File: config.mk
export PLATFORM = sky130hd
export DESIGN_NAME = mc_control_unit_flat
export DESIGN_NICKNAME = d
export VERILOG_FILES = /design/src/rtl/mc_control_unit_if.sv /design/src/rtl/mc_control_unit.sv /design/src/flat_wrapper.sv
export SDC_FILE = /design/constraint.sdc
export NUM_CORES = 1
export LEC_CHECK = 0
export CELL_PAD_IN_SITES_DETAIL_PLACEMENT = 2
export CELL_PAD_IN_SITES_GLOBAL_PLACEMENT = 2
export CORE_ASPECT_RATIO = 0.5
export CORE_MARGIN = 1.5
export CORE_UTILIZATION = 24
export DETAILED_ROUTE_END_ITERATION = 10
export PLACE_DENSITY_LB_ADDON = 0.05
export SYNTH_ARGS = -nofsm -noshare
export SYNTH_HDL_FRONTEND = slang
export SYNTH_SLANG_ARGS = --single-unit
File: constraint.sdc
create_clock -name Clk -period 1.8 [get_ports Clk]
set_input_delay 0.36 -clock Clk [delete_from_list [all_inputs] [get_ports Clk]]
set_output_delay 0.36 -clock Clk [all_outputs]
set_load 0.1 [all_outputs]
File: src/rtl/mc_control_unit_if.sv
// mc_control_unit_if: control-unit <-> datapath/memory signal bundle.
// master = control unit (drives strobes, selects, debug state, counter),
// slave  = datapath side (drives Opcode from IR and the memory MemReady).
interface mc_control_unit_if;
    logic [5:0]  Opcode;
    logic        MemReady;
    logic        PCWrite;
    logic        PCWriteCond;
    logic        IorD;
    logic        MemRead;
    logic        MemWrite;
    logic        IRWrite;
    logic        MemtoReg;
    logic [1:0]  PCSource;
    logic [1:0]  ALUOp;
    logic        ALUSrcA;
    logic [1:0]  ALUSrcB;
    logic        RegWrite;
    logic        RegDst;
    logic        IllegalOp;
    logic [3:0]  State;
    logic [31:0] InstrCount;

    modport master (
        input  Opcode, MemReady,
        output PCWrite, PCWriteCond, IorD, MemRead, MemWrite, IRWrite,
               MemtoReg, PCSource, ALUOp, ALUSrcA, ALUSrcB, RegWrite,
               RegDst, IllegalOp, State, InstrCount
    );

    modport slave (
        output Opcode, MemReady,
        input  PCWrite, PCWriteCond, IorD, MemRead, MemWrite, IRWrite,
               MemtoReg, PCSource, ALUOp, ALUSrcA, ALUSrcB, RegWrite,
               RegDst, IllegalOp, State, InstrCount
    );
endinterface

File: src/rtl/mc_control_unit.sv
// mc_control_unit: multi-cycle MIPS sequencer. Steps fetch/decode/execute/
// memory/writeback states, drives datapath selects and write strobes,
// handshakes with the shared memory via MemReady and counts retired
// instructions.
// Optional macro MC_CTRL_ADDI_EN: adds the ADDI path (ADDIEX/ADDIWB);
// without it opcode 6'h08 is reported as illegal.
module mc_control_unit #(
    parameter logic [5:0] OP_RTYPE = 6'h00,
    parameter logic [5:0] OP_LW    = 6'h23,
    parameter logic [5:0] OP_SW    = 6'h2B,
    parameter logic [5:0] OP_BEQ   = 6'h04,
    parameter logic [5:0] OP_J     = 6'h02,
    parameter logic [5:0] OP_ADDI  = 6'h08
) (
    input  logic               Clk,
    input  logic               Rst,
    mc_control_unit_if.master  bus
);

    typedef enum logic [3:0] {
        FETCH  = 4'd0,
        DECODE = 4'd1,
        MEMADR = 4'd2,
        MEMRD  = 4'd3,
        MEMWB  = 4'd4,
        MEMWR  = 4'd5,
        EXEC   = 4'd6,
        RWB    = 4'd7,
        BRANCH = 4'd8,
        JUMP   = 4'd9,
        ADDIEX = 4'd10,
        ADDIWB = 4'd11
    } state_t;

    state_t      state;
    state_t      state_next;
    logic [31:0] instr_count;
    logic        retire;

    logic        pc_write;
    logic        pc_write_cond;
    logic        i_or_d;
    logic        mem_read;
    logic        mem_write;
    logic        ir_write;
    logic        mem_to_reg;
    logic [1:0]  pc_source;
    logic [1:0]  alu_op;
    logic        alu_src_a;
    logic [1:0]  alu_src_b;
    logic        reg_write;
    logic        reg_dst;
    logic        illegal_op;

    // State register and retired-instruction counter; reset abandons any
    // partially executed instruction.
    always_ff @(posedge Clk) begin
        if (Rst) begin
            state       <= FETCH;
            instr_count <= '0;
        end else begin
            state <= state_next;
            if (retire) begin
                instr_count <= instr_count + 32'd1;
            end
        end
    end

    // Next-state and Moore output decode (FETCH PC/IR loads follow MemReady).
    always_comb begin
        state_next    = FETCH;
        retire        = 1'b0;
        pc_write      = 1'b0;
        pc_write_cond = 1'b0;
        i_or_d        = 1'b0;
        mem_read      = 1'b0;
        mem_write     = 1'b0;
        ir_write      = 1'b0;
        mem_to_reg    = 1'b0;
        pc_source     = 2'b00;
        alu_op        = 2'b00;
        alu_src_a     = 1'b0;
        alu_src_b     = 2'b00;
        reg_write     = 1'b0;
        reg_dst       = 1'b0;
        illegal_op    = 1'b0;

        case (state)
            FETCH: begin
                mem_read  = 1'b1;
                alu_src_b = 2'b01;
                pc_write  = bus.MemReady;
                ir_write  = bus.MemReady;
                state_next = bus.MemReady ? DECODE : FETCH;
            end
            DECODE: begin
                alu_src_b = 2'b11;
                case (bus.Opcode)
                    OP_LW, OP_SW: state_next = MEMADR;
                    OP_RTYPE:     state_next = EXEC;
                    OP_BEQ:       state_next = BRANCH;
                    OP_J:         state_next = JUMP;
`ifdef MC_CTRL_ADDI_EN
                    OP_ADDI:      state_next = ADDIEX;
`else
                    OP_ADDI: begin
                        illegal_op = 1'b1;
                        state_next = FETCH;
                    end
`endif
                    default: begin
                        illegal_op = 1'b1;
                        state_next = FETCH;
                    end
                endcase
            end
            MEMADR: begin
                alu_src_a = 1'b1;
                alu_src_b = 2'b10;
                if (bus.Opcode == OP_LW) begin
                    state_next = MEMRD;
                end else if (bus.Opcode == OP_SW) begin
                    state_next = MEMWR;
                end else begin
                    state_next = FETCH;
                end
            end
            MEMRD: begin
                mem_read   = 1'b1;
                i_or_d     = 1'b1;
                state_next = bus.MemReady ? MEMWB : MEMRD;
            end
            MEMWB: begin
                reg_write  = 1'b1;
                mem_to_reg = 1'b1;
                retire     = 1'b1;
                state_next = FETCH;
            end
            MEMWR: begin
                mem_write = 1'b1;
                i_or_d    = 1'b1;
                if (bus.MemReady) begin
                    retire     = 1'b1;
                    state_next = FETCH;
                end else begin
                    state_next = MEMWR;
                end
            end
            EXEC: begin
                alu_src_a  = 1'b1;
                alu_op     = 2'b10;
                state_next = RWB;
            end
            RWB: begin
                reg_write  = 1'b1;
                reg_dst    = 1'b1;
                retire     = 1'b1;
                state_next = FETCH;
            end
            BRANCH: begin
                alu_src_a     = 1'b1;
                alu_op        = 2'b01;
                pc_write_cond = 1'b1;
                pc_source     = 2'b01;
                retire        = 1'b1;
                state_next    = FETCH;
            end
            JUMP: begin
                pc_write   = 1'b1;
                pc_source  = 2'b10;
                retire     = 1'b1;
                state_next = FETCH;
            end
`ifdef MC_CTRL_ADDI_EN
            ADDIEX: begin
                alu_src_a  = 1'b1;
                alu_src_b  = 2'b10;
                state_next = ADDIWB;
            end
            ADDIWB: begin
                reg_write  = 1'b1;
                retire     = 1'b1;
                state_next = FETCH;
            end
`endif
            default: state_next = FETCH;
        endcase
    end

    // Strobes are suppressed while reset is held; selects stay Moore.
    assign bus.PCWrite     = pc_write      & ~Rst;
    assign bus.PCWriteCond = pc_write_cond & ~Rst;
    assign bus.MemRead     = mem_read      & ~Rst;
    assign bus.MemWrite    = mem_write     & ~Rst;
    assign bus.IRWrite     = ir_write      & ~Rst;
    assign bus.RegWrite    = reg_write     & ~Rst;
    assign bus.IllegalOp   = illegal_op    & ~Rst;
    assign bus.IorD        = i_or_d;
    assign bus.MemtoReg    = mem_to_reg;
    assign bus.PCSource    = pc_source;
    assign bus.ALUOp       = alu_op;
    assign bus.ALUSrcA     = alu_src_a;
    assign bus.ALUSrcB     = alu_src_b;
    assign bus.RegDst      = reg_dst;
    assign bus.State       = state;
    assign bus.InstrCount  = instr_count;

endmodule
File: src/flat_wrapper.sv
// flat-port wrapper written by rule: the top's interface ports become plain ports
module mc_control_unit_flat 
#(
    parameter logic [5:0] OP_RTYPE = 6'h00,
    parameter logic [5:0] OP_LW    = 6'h23,
    parameter logic [5:0] OP_SW    = 6'h2B,
    parameter logic [5:0] OP_BEQ   = 6'h04,
    parameter logic [5:0] OP_J     = 6'h02,
    parameter logic [5:0] OP_ADDI  = 6'h08
)
  (Clk, Rst, bus_Opcode, bus_MemReady, bus_PCWrite, bus_PCWriteCond, bus_IorD, bus_MemRead, bus_MemWrite, bus_IRWrite, bus_MemtoReg, bus_PCSource, bus_ALUOp, bus_ALUSrcA, bus_ALUSrcB, bus_RegWrite, bus_RegDst, bus_IllegalOp, bus_State, bus_InstrCount);
  mc_control_unit_if bus_i ();
  input  logic Clk;
  input  logic Rst;
  input wire logic [$bits(bus_i.Opcode)-1:0] bus_Opcode;
  input wire logic [$bits(bus_i.MemReady)-1:0] bus_MemReady;
  output wire logic [$bits(bus_i.PCWrite)-1:0] bus_PCWrite;
  output wire logic [$bits(bus_i.PCWriteCond)-1:0] bus_PCWriteCond;
  output wire logic [$bits(bus_i.IorD)-1:0] bus_IorD;
  output wire logic [$bits(bus_i.MemRead)-1:0] bus_MemRead;
  output wire logic [$bits(bus_i.MemWrite)-1:0] bus_MemWrite;
  output wire logic [$bits(bus_i.IRWrite)-1:0] bus_IRWrite;
  output wire logic [$bits(bus_i.MemtoReg)-1:0] bus_MemtoReg;
  output wire logic [$bits(bus_i.PCSource)-1:0] bus_PCSource;
  output wire logic [$bits(bus_i.ALUOp)-1:0] bus_ALUOp;
  output wire logic [$bits(bus_i.ALUSrcA)-1:0] bus_ALUSrcA;
  output wire logic [$bits(bus_i.ALUSrcB)-1:0] bus_ALUSrcB;
  output wire logic [$bits(bus_i.RegWrite)-1:0] bus_RegWrite;
  output wire logic [$bits(bus_i.RegDst)-1:0] bus_RegDst;
  output wire logic [$bits(bus_i.IllegalOp)-1:0] bus_IllegalOp;
  output wire logic [$bits(bus_i.State)-1:0] bus_State;
  output wire logic [$bits(bus_i.InstrCount)-1:0] bus_InstrCount;
  assign bus_i.Opcode = bus_Opcode;
  assign bus_i.MemReady = bus_MemReady;
  assign bus_PCWrite = bus_i.PCWrite;
  assign bus_PCWriteCond = bus_i.PCWriteCond;
  assign bus_IorD = bus_i.IorD;
  assign bus_MemRead = bus_i.MemRead;
  assign bus_MemWrite = bus_i.MemWrite;
  assign bus_IRWrite = bus_i.IRWrite;
  assign bus_MemtoReg = bus_i.MemtoReg;
  assign bus_PCSource = bus_i.PCSource;
  assign bus_ALUOp = bus_i.ALUOp;
  assign bus_ALUSrcA = bus_i.ALUSrcA;
  assign bus_ALUSrcB = bus_i.ALUSrcB;
  assign bus_RegWrite = bus_i.RegWrite;
  assign bus_RegDst = bus_i.RegDst;
  assign bus_IllegalOp = bus_i.IllegalOp;
  assign bus_State = bus_i.State;
  assign bus_InstrCount = bus_i.InstrCount;
  mc_control_unit #(.OP_RTYPE(OP_RTYPE), .OP_LW(OP_LW), .OP_SW(OP_SW), .OP_BEQ(OP_BEQ), .OP_J(OP_J), .OP_ADDI(OP_ADDI)) u_core (.Clk(Clk), .Rst(Rst), .bus(bus_i));
endmodule
==> metrics.log <==
INFO  metric status = finished with violations
INFO  metric violations_in_the_final_reports = negative setup slack
INFO  metric gp_congestion = roughly 0.80
INFO  metric grt_start_max_net_pins = 40
INFO  metric cts-buffers-inserted = 5
INFO  metric worstSetupStartpointType = flop
INFO  metric final_common_cell = sky130_fd_sc_hd__buf_12
INFO  metric postRouteAntennaNets = 0
INFO  metric first_pass_grt_wire_length = around 16000 um
INFO  metric fin_skew = approximately 3.6 ps
INFO  metric max_slew_margin = a little over 60%
INFO  metric postRouteWirelength = between 10000 and 15000 um
INFO  metric clock_path_buffers = 2
INFO  metric grt_overflow_total = 0
INFO  metric clock_tree.root_cell = sky130_fd_sc_hd__clkbuf_16
INFO  metric async_reset_ff_share = 0%
INFO  metric avgRoutedWirePerCell = between 20 and 30 um
INFO  metric fin_ws = -271 ps
INFO  metric hold_violation_total_from_the_final_report = 0
INFO  metric effective_utilization_at_floorplan = between 20% and 30%
INFO  metric synth_edf_count = 0
INFO  metric fin_setup_tns = -4640 ps
INFO  metric endpoint_kind = primary output
INFO  metric ys_ff_latch = 36
INFO  metric critPathArrivalTime = about 1700 ps
INFO  metric clock-sinks = 36
INFO  metric hold_class = reg -> reg
INFO  metric synthesis_warnings = 0
INFO  metric cts.hold.buffers_added = 0
INFO  metric period_share = 115%
INFO  metric critical-path-max-stage-delay = around 440 ps
INFO  metric antenna_found_initial = 1
INFO  metric drt-initial-drc-count = 95
INFO  metric worst_ep_required_time = around 1400 ps
INFO  metric worst_slew_pin_slew = ~590 ps
INFO  metric post-route-drc-count = 0
INFO  metric core = slightly below 0.009 mm^2
INFO  metric power.leakage = around 1.8 nW
INFO  metric fin_worst_hold_slack = 506 ps
INFO  metric synthesis.instances = 265
INFO  metric final_report_setup_violation_count = 43
INFO  metric unrepaired_setup_endpoints_after_global_routing = true
INFO  metric top_level_ports = between 60 and 70
INFO  metric areaGrowthSynthToFinish = 134%
INFO  metric finalCoreUtilization = 57.7%
INFO  metric port_buffers = 61
INFO  metric filler_cell_count = roughly 800
INFO  metric floorplan.die_area = ~0.0096 mm^2
INFO  metric maxSlewViolCount = 0
INFO  metric synth_net_count = 275
INFO  metric cts_tree = done
INFO  metric clock_slew_at_the_register_clock_pins_of_the_worst_setup_and_hold_paths = roughly 60 ps
INFO  metric synthesis.area_per_instance = 8.11 um^2
INFO  metric power.density_cell_area = between 400 and 500 mW/mm^2
INFO  metric cp_num_buf_inv = 2
INFO  metric number_of_rows_created_at_floorplan = 24
INFO  metric vertical_die_dimension = between 60 and 70 um
INFO  metric clock_period_minus_worst_slack = approximately 2100 ps
INFO  metric synth_top_flop_cell = sky130_fd_sc_hd__dfxtp_1
INFO  metric finalPower = 2.04 mW
INFO  metric drive_gt1_share = a little under three quarters
INFO  metric max_cap_violations = 0
INFO  metric detailroute.via_count = between 2k and 3k
INFO  metric synthDominantAreaCellType = sky130_fd_sc_hd__dfxtp_1
INFO  metric path_delay_family = simple AND/OR/NAND/NOR gates
INFO  metric max_freq = between 0.4 and 0.5 GHz
INFO  metric synth-seq-area-share = between 30% and 40%
INFO  metric rrSetupSlack = -210 ps
INFO  metric post_drt_via_cell_ratio = roughly 5.5
INFO  metric yosys.cell_types.count = 44
INFO  metric grt_use_total = between 20% and 30%
INFO  metric netlist.area_leader.share = 33.5%
INFO  metric worst_slack_at_placement = -544 ps
INFO  metric clock_latency_on_the_worst_skew_pair = around 280 ps
INFO  metric critPathKind = reg -> out
INFO  metric crit_path_max_fanout = 4
INFO  metric yosys-top-cells-area = sky130_fd_sc_hd__dfxtp_1 (34%), sky130_fd_sc_hd__or4_1 (8.0%), sky130_fd_sc_hd__o31ai_1 (7.3%)
INFO  metric synth_area = roughly 0.0021 mm^2
INFO  metric die-width = approximately 140 um
INFO  metric nNetsFinal = roughly 400
INFO  metric crit_chain = buf_6 > or3_4 > nor4_4 > buf_12
INFO  metric drt-pass1-iter-count = 4
INFO  metric detailed_place_hpwl = ~6500 um
INFO  metric htree_levels = 2
INFO  metric final_cell_mix = sky130_fd_sc_hd__buf_12 (61), sky130_fd_sc_hd__buf_4 (49), sky130_fd_sc_hd__a21oi_2 (24), sky130_fd_sc_hd__or4_4 (21), sky130_fd_sc_hd__dfxtp_2 (20)
INFO  metric vdd.ir_drop.worst = ~370 uV
INFO  metric crit_slowest_cell = sky130_fd_sc_hd__or3_4
INFO  metric grt_pass1_vias = approximately 2.8k
-- routing by layer --
metal	track usage (%)	up-vias	routed length (um)
li1	-	1272	-
met1	25.8	1424	5750
met2	40.8	75	6970
met3	3.05	26	619
met4	1.99	0	334
met5	0	-	0
-- cells by family after synthesis --
kind of cell    after synthesis  share of synthesized area [%]
simple gates                125                           36.1
buf+inv                      27                           5.53
xor+xnor                      5                           2.04
mux                           7                           3.61
compound gates               64                           18.6
flops                        36                           33.5
fa+ha+maj                     1                          0.582
-- registers in the layout, summed over array words and instances, names as in the netlist --
| name | cells |
|---|---|
| u_core.bus.InstrCount | 32 |
| u_core.bus.State | 4 |
-- stage by stage --
stage | cell area, um^2 | std cells
after global placement | 3950 | 469
after detailed placement | 3950 | 469
final | 5020 | 508
after global routing | 5020 | 507
after CTS | 4370 | 486
after floorplan | 2470 | 265
-- what timing repair did --
| action | in CTS | in global routing |
|---|---|---|
| gates resized for setup | 42 | 97 |
| setup endpoints to repair | 44 | 51 |
| pin swaps | 15 | 50 |
| setup buffers | 9 | 17 |
| cloned | 1 | 6 |
-- worst reg2reg max path, delay by kind of cell (launching register included) --
kind / cells / cell delay, ps
AOI/OAI and AO/OA: 2 / 430
DFF: 1 / 350
and+or+nand+nor: 2 / 810
buffers and inverters: 2 / 350
-- layout make-up --
class | count | area, um^2 | share of cell area (%)
Multi-Input combinational cell | 202 | 1970 | 39.3
Antenna cell | 1 | 2.50 | 0.0498
Timing Repair Buffer | 138 | 1940 | 38.7
Clock buffer | 8 | 146 | 2.91
Tap cell | 117 | 146 | 2.91
Inverter | 6 | 26.3 | 0.523
Sequential cell | 36 | 783 | 15.6
-- synth_stat cells (4+ instances only) --
master,number
sky130_fd_sc_hd__nand2b_1,6
sky130_fd_sc_hd__buf_1,4
sky130_fd_sc_hd__nand3_1,10
sky130_fd_sc_hd__nor2_1,15
sky130_fd_sc_hd__nand4_1,8
sky130_fd_sc_hd__or3_1,6
sky130_fd_sc_hd__a21oi_1,29
sky130_fd_sc_hd__nor4_1,6
sky130_fd_sc_hd__o21ai_0,7
sky130_fd_sc_hd__o31ai_1,21
sky130_fd_sc_hd__nand2_1,10
sky130_fd_sc_hd__or4_1,23
sky130_fd_sc_hd__inv_1,6
sky130_fd_sc_hd__clkbuf_1,13
sky130_fd_sc_hd__mux2_2,6
sky130_fd_sc_hd__nor2b_1,7
sky130_fd_sc_hd__nor3_1,11
sky130_fd_sc_hd__and4_1,7
sky130_fd_sc_hd__dfxtp_1,36
-- power by group --
group / switching, mW / internal [mW] / leakage (nW)
Clock: 0.353 / 0.554 / 0.0712
Sequential: 0.00220 / 0.784 / 0.308
Combinational: 0.213 / 0.138 / 1.46
Total: 0.568 / 1.48 / 1.84
-- path summary, 6_finish.rpt --
kind / start / to / cells after the start
worst min register to register: u_core.bus.InstrCount[22] / u_core.bus.InstrCount[22] / 2
worst max register to register: u_core.bus.State[3] / u_core.bus.InstrCount[17] / 6
worst min-delay path: u_core.bus.InstrCount[22] / u_core.bus.InstrCount[22] / 2
worst max-delay path: u_core.bus.State[2] / bus_IRWrite / 4
Power figures use the tool's default switching activity.
